**src/rtl/search_pkg.sv**
```systemverilog
// Shared types and constants for the binary-search request stage.
package search_pkg;

    typedef enum logic [1:0] {
        IDLE = 2'd0,
        WAIT = 2'd1,
        HOLD = 2'd2
    } req_state_t;

    localparam int unsigned SEARCH_DATA_W   = 8;
    localparam int unsigned SEARCH_ADDR_W   = 5;
    localparam int unsigned HOLD_MIN_CYCLES = 2;

endpackage

```
**src/rtl/key_sync_edge.sv**
```systemverilog
// Two-flop synchronizer plus history flop; emits a registered one-cycle pulse
// on each synchronized rising edge of the raw key.
module key_sync_edge (
    input  logic clk,
    input  logic reset,
    input  logic key_in,
    output logic rise
);

    logic sync1_q, sync2_q, sync3_q, rise_q;
    logic rise_d;

    always_comb begin
        rise_d = sync2_q & ~sync3_q;
    end

    always_ff @(posedge clk) begin
        if (reset) begin
            sync1_q <= 1'b0;
            sync2_q <= 1'b0;
            sync3_q <= 1'b0;
            rise_q  <= 1'b0;
        end else begin
            sync1_q <= key_in;
            sync2_q <= sync1_q;
            sync3_q <= sync2_q;
            rise_q  <= rise_d;
        end
    end

    assign rise = rise_q;

endmodule

```
**src/rtl/search_requester.sv**
```systemverilog
// Turns a button press into one search request, holds s/A until done, and
// captures the result. Optional WAIT watchdog under SEARCH_REQ_TIMEOUT_EN.
module search_requester
    import search_pkg::*;
#(
    parameter int unsigned DATA_WIDTH     = SEARCH_DATA_W,
    parameter int unsigned ADDR_WIDTH     = SEARCH_ADDR_W,
    parameter int unsigned TIMEOUT_CYCLES = 64
) (
    input  logic                  clk,
    input  logic                  reset,
    input  logic                  start_key,
    input  logic [DATA_WIDTH-1:0] sw_A,
    output logic                  s,
    output logic [DATA_WIDTH-1:0] A,
    input  logic                  done,
    input  logic                  found,
    input  logic [ADDR_WIDTH-1:0] loc,
    output logic                  busy,
    output logic                  res_valid,
    output logic                  res_found,
    output logic [ADDR_WIDTH-1:0] res_loc,
    output logic                  timeout
);

    localparam logic [1:0] DWELL_LAST = 2'(HOLD_MIN_CYCLES - 1);

    logic rise;

    key_sync_edge u_key_sync (
        .clk    (clk),
        .reset  (reset),
        .key_in (start_key),
        .rise   (rise)
    );

    req_state_t            state_q, state_d;
    logic                  s_q, s_d, busy_q, busy_d;
    logic [DATA_WIDTH-1:0] a_q, a_d;
    logic                  res_valid_q, res_valid_d, res_found_q, res_found_d;
    logic [ADDR_WIDTH-1:0] res_loc_q, res_loc_d;
    logic [1:0]            dwell_q, dwell_d;
    logic                  timeout_q, timeout_d;

`ifdef SEARCH_REQ_TIMEOUT_EN
    localparam int unsigned WD_W = $clog2(TIMEOUT_CYCLES + 1);
    localparam logic [WD_W-1:0] WD_LAST = WD_W'(TIMEOUT_CYCLES - 1);
    logic [WD_W-1:0] wd_q, wd_d;
`else
    logic unused_timeout_cfg;
    assign unused_timeout_cfg = (TIMEOUT_CYCLES != 0);
`endif

    always_comb begin
        state_d     = state_q;
        a_d         = a_q;
        res_valid_d = res_valid_q;
        res_found_d = res_found_q;
        res_loc_d   = res_loc_q;
        dwell_d     = dwell_q;
        timeout_d   = timeout_q;
`ifdef SEARCH_REQ_TIMEOUT_EN
        wd_d        = wd_q;
`endif
        case (state_q)
            IDLE: begin
                if (rise) begin
                    a_d         = sw_A;
                    res_valid_d = 1'b0;
                    res_found_d = 1'b0;
                    res_loc_d   = '0;
                    timeout_d   = 1'b0;
`ifdef SEARCH_REQ_TIMEOUT_EN
                    wd_d        = '0;
`endif
                    state_d     = WAIT;
                end
            end
            WAIT: begin
                dwell_d = '0;
`ifdef SEARCH_REQ_TIMEOUT_EN
                wd_d = wd_q + 1'b1;
`endif
                if (done) begin
                    res_found_d = found;
                    res_loc_d   = loc;
                    res_valid_d = 1'b1;
                    state_d     = HOLD;
                end
`ifdef SEARCH_REQ_TIMEOUT_EN
                // done has priority; the watchdog fires as the count reaches the limit
                else if (wd_q == WD_LAST) begin
                    timeout_d   = 1'b1;
                    res_valid_d = 1'b1;
                    res_found_d = 1'b0;
                    res_loc_d   = '0;
                    state_d     = HOLD;
                end
`endif
            end
            HOLD: begin
                if (dwell_q != DWELL_LAST) dwell_d = dwell_q + 1'b1;
                if (dwell_q == DWELL_LAST && !done) state_d = IDLE;
            end
            default: state_d = IDLE;
        endcase
        s_d    = (state_d == WAIT);
        busy_d = (state_d != IDLE);
    end

    always_ff @(posedge clk) begin
        if (reset) begin
            state_q     <= IDLE;
            s_q         <= 1'b0;
            busy_q      <= 1'b0;
            a_q         <= '0;
            res_valid_q <= 1'b0;
            res_found_q <= 1'b0;
            res_loc_q   <= '0;
            dwell_q     <= '0;
            timeout_q   <= 1'b0;
`ifdef SEARCH_REQ_TIMEOUT_EN
            wd_q        <= '0;
`endif
        end else begin
            state_q     <= state_d;
            s_q         <= s_d;
            busy_q      <= busy_d;
            a_q         <= a_d;
            res_valid_q <= res_valid_d;
            res_found_q <= res_found_d;
            res_loc_q   <= res_loc_d;
            dwell_q     <= dwell_d;
            timeout_q   <= timeout_d;
`ifdef SEARCH_REQ_TIMEOUT_EN
            wd_q        <= wd_d;
`endif
        end
    end

    assign s         = s_q;
    assign A         = a_q;
    assign busy      = busy_q;
    assign res_valid = res_valid_q;
    assign res_found = res_found_q;
    assign res_loc   = res_loc_q;
`ifdef SEARCH_REQ_TIMEOUT_EN
    assign timeout   = timeout_q;
`else
    assign timeout   = 1'b0;
`endif

endmodule
```
**config.mk**
```make
export PLATFORM = sky130hd
export DESIGN_NAME = search_requester
export DESIGN_NICKNAME = d
export VERILOG_FILES = /design/src/rtl/search_pkg.sv /design/src/rtl/key_sync_edge.sv /design/src/rtl/search_requester.sv
export SDC_FILE = /design/constraint.sdc
export NUM_CORES = 1
export LEC_CHECK = 0
export CORE_MARGIN = 3
export CORE_UTILIZATION = 43
export CTS_CLUSTER_DIAMETER = 200
export DETAILED_ROUTE_END_ITERATION = 7
export GPL_TIMING_DRIVEN = 0
export PLACE_DENSITY = 0.87
export SETUP_SLACK_MARGIN = 0.05
export SYNTH_ARGS = -nofsm -noshare
export SYNTH_HDL_FRONTEND = slang
export SYNTH_SLANG_ARGS = --single-unit
```
**constraint.sdc**
```tcl
create_clock -name clk -period 3.16 [get_ports clk]
set_input_delay 0.632 -clock clk [delete_from_list [all_inputs] [get_ports clk]]
set_output_delay 0.632 -clock clk [all_outputs]
set_load 0.05 [all_outputs]
```
==> impl_metrics.env <==
export IMPL_report_final_slew_viol_count=0
export IMPL_cts_repair_resized=0
export IMPL_syn_num_nets=107
export IMPL_place_gp_congestion=0.6993
export IMPL_wl_mm=1.811
export IMPL_root_buffer="clkbuf_4"
export IMPL_cp_top_family="buffers and inverters"
export IMPL_status="completed"
export IMPL_synth_fa_ha_area_share_pct=1.319
export IMPL_cts_hold_buffers=0
export IMPL_drv_cap=0
export IMPL_synth_top_family_by_area="compound AO/OA/AOI/OAI gates"
export IMPL_synth_commonest_cells="dfxtp_1, mux2i_1, nor2_1, a22o_1"
export IMPL_cts_sinks=25
export IMPL_yosysMostFrequentCell="dfxtp_1"
export IMPL_timing_final_crit_share_pct=67.18
export IMPL_drcViolationCount=0
export IMPL_rr_startpoint="dwell_q[1]$_SDFFE_PP0P_"
export IMPL_cp_start_kind="flop"
export IMPL_endpoint="res_found"
export IMPL_yosysWarnings=0
export IMPL_drtPass1Iterations=4
export IMPL_vias=762
export IMPL_synth_area_leaders="dfxtp_1, mux2i_1, a22o_1"
export IMPL_final_nets=146
export IMPL_synth_xor_area_share_pct=0
export IMPL_slew_headroom_pct=66.49
export IMPL_drive_above_1_share_pct=11.11
export IMPL_netlist_area_um2=948.4
export IMPL_dieWidth_um=52.97
export IMPL_grt_max_degree=14
export IMPL_antenna_left=0
export IMPL_syn_to_final_growth_pct=42.22
export IMPL_htree_num_levels=1
export IMPL_p_leak_nw=0.4958
export IMPL_clock_latency_ns=0.31
export IMPL_cp_slowest_cell="clkdlybuf4s50_1"
export IMPL_cts_max_path_buffers=2
export IMPL_path_depth=1
export IMPL_grt_pass1_vias=731
export IMPL_hold_path_class="flop to flop"
export IMPL_antenna_found_initial=0
export IMPL_start_util_pct=46.91
export IMPL_finalClockSkew_ns=0.009084
export IMPL_path_cells="clkdlybuf4s50_1"
export IMPL_grt_pass1_wl_mm=2.891
export IMPL_hold_viol=0
export IMPL_setup_tns_ns=0
export IMPL_cp_max_fo=2
export IMPL_worstSetupPathType="flop to primary output"
export IMPL_yosys_area_share_simple_pct=12.14
export IMPL_synthFlopType="dfxtp_1"
export IMPL_cts_setup_buffers=0
export IMPL_io_pins=36
export IMPL_worstPathRequired_ns=2.53
export IMPL_r2r_slack_ns=1.81
export IMPL_period_needed_ns=2.123
export IMPL_ir_drop_uv=271.1
export IMPL_core_um2=2022
export IMPL_hpwl_mm=1.407
export IMPL_crit_start="res_found$_SDFFE_PP0P_"
export IMPL_synth_distinct_cells=24
export IMPL_tightest_slew_ns=0.5011
export IMPL_via_per_inst=4.980
export IMPL_fmax_ghz=0.4711
export IMPL_clk_pin_slew_ns=0.13
export IMPL_r2r_cells=5
export IMPL_rsz0062_at_grt="false"
export IMPL_synth_top_area_share_pct=52.77
export IMPL_ys_seq_elements=25
export IMPL_dpl_cell_count=149
export IMPL_syn_instance_count=88
export IMPL_fin_cells=153
export IMPL_antenna_cells=0
export IMPL_end_kind="primary output"
export IMPL_p_per_area_nw_per_um2=394.5
export IMPL_synth_compound_area_share_pct=15.30
export IMPL_synth_edf_count=0
export IMPL_numCtsBuffers=3
export IMPL_crit_buf_inv=1
export IMPL_min_path_cells=1
export IMPL_grt_usage_pct=14.34
export IMPL_cp_slowest_stage_delay_ns=0.82
export IMPL_wire_per_inst_um=11.84
export IMPL_die_h_um=52.97
export IMPL_avgSynthCellArea_um2=10.78
export IMPL_gr_total_overflow=0
export IMPL_cts_tree="built"
export IMPL_yosysSeqAreaShare_pct=52.77
export IMPL_yosysTopAreaCell="dfxtp_1"
export IMPL_r2r_end="dwell_q[1]$_SDFFE_PP0P_"
export IMPL_synthMuxAreaShare_pct=11.08
export IMPL_portBuffers=34
export IMPL_row_count=16
export IMPL_critPathArrivalTime_ns=1.49
export IMPL_setup_violations=0
export IMPL_die_area_um2=2805
export IMPL_async_flop_share_pct=0
export IMPL_drtIter0Drc=11
## worst min-delay path by stage
stage | startpoint | endpoint | slack (ns)
floorplan | u_key_sync.sync3_q$_SDFF_PP0_ | u_key_sync.rise$_SDFF_PP0_ | 0.37
global placement | u_key_sync.sync3_q$_SDFF_PP0_ | u_key_sync.rise$_SDFF_PP0_ | 0.37
detailed placement | u_key_sync.sync3_q$_SDFF_PP0_ | u_key_sync.rise$_SDFF_PP0_ | 0.38
CTS | u_key_sync.sync3_q$_SDFF_PP0_ | u_key_sync.rise$_SDFF_PP0_ | 0.40
global route | u_key_sync.sync3_q$_SDFF_PP0_ | u_key_sync.rise$_SDFF_PP0_ | 0.41
finish | u_key_sync.sync3_q$_SDFF_PP0_ | u_key_sync.rise$_SDFF_PP0_ | 0.39
## power by group
group	internal, mW	leakage, nW	switching [mW]
logic	0.0359	0.278	0.0343
clock network	0.0493	0.0150	0.0881
registers	0.322	0.202	0.00297
## sequential cells by signal, summed over array words and instances, names as in the netlist
name                count
res_loc                 5
res_valid               1
A                       8
state_q                 2
u_key_sync.sync3_q      1
dwell_q                 2
s                       1
u_key_sync.rise         1
res_found               1
u_key_sync.sync1_q      1
u_key_sync.sync2_q      1
busy                    1
## per-layer routing
layer,track usage (%),wire (µm),up-vias
met2,23.76,898,29
li1,-,-,380
met4,10.21,40,0
met1,15.74,744,348
met3,3.662,128,5
met5,0,0,-
## layout by cell type, fill, tap and decap left out
| master | count |
|---|---|
| buf_4 | 2 |
| nor2_2 | 1 |
| mux2i_1 | 9 |
| a21oi_4 | 1 |
| buf_2 | 2 |
| a211o_1 | 1 |
| o21ai_0 | 3 |
| nor2_1 | 8 |
| nand3b_1 | 1 |
| dfxtp_1 | 25 |
| clkbuf_4 | 3 |
| a21oi_1 | 5 |
| nor3_1 | 2 |
| ha_1 | 1 |
| inv_1 | 4 |
| clkdlybuf4s50_1 | 34 |
| buf_6 | 2 |
| o211ai_1 | 2 |
| inv_2 | 1 |
| nor3b_2 | 1 |
| nor4b_1 | 2 |
| a22o_1 | 6 |
| a31oi_1 | 2 |
| mux2_4 | 1 |
| conb_1 | 1 |
| nor2b_1 | 5 |
| clkbuf_1 | 1 |
## metrics by stage
step | setup WS [ns] | power [mW] | instance area (µm²) | utilization [%] | hold slack, ns
2_1_floorplan | 1.874 | 0.3689 | 948.4 | - | 0.3674
3_3_place_gp | 1.327 | 0.4010 | 1323 | 65.41 | 0.3721
3_5_place_dp | 1.314 | 0.4023 | 1323 | 65.41 | 0.3803
4_1_cts | 1.030 | 0.5403 | 1349 | 66.71 | 0.3989
5_1_grt | 0.9936 | 0.5552 | 1349 | 66.71 | 0.4091
6_report | 1.037 | 0.5321 | 1349 | 66.71 | 0.3942
## final cells by class
| cell class | count | area [µm²] |
|---|---|---|
| timing repair buffer | 34 | 340.3 |
| multi-input combinational | 52 | 381.6 |
| buffer | 6 | 47.55 |
| sequential | 25 | 500.5 |
| tap | 27 | 33.78 |
| clock buffer | 4 | 26.28 |
| inverter | 5 | 18.77 |
| fill | 159 | 673.1 |
## worst register-to-register path: stages (launching register included)
cell     delay [ns]
dfxtp_1        0.39
inv_1          0.06
ha_1           0.26
nor4b_1        0.35
a31oi_1        0.10
a21oi_1        0.14
## cell families (layout without fill, tap and decap cells)
logic type / Yosys count / after routing
adder cells (fa/ha/maj): 1 / 1
flip-flops: 25 / 25
AND/OR/NAND/NOR: 20 / 20
other: 1 / 1
AO/OA/AOI/OAI: 20 / 20
buffers and inverters: 11 / 49
multiplexers: 10 / 10
Note: power is estimated with default switching activity, not from simulation.
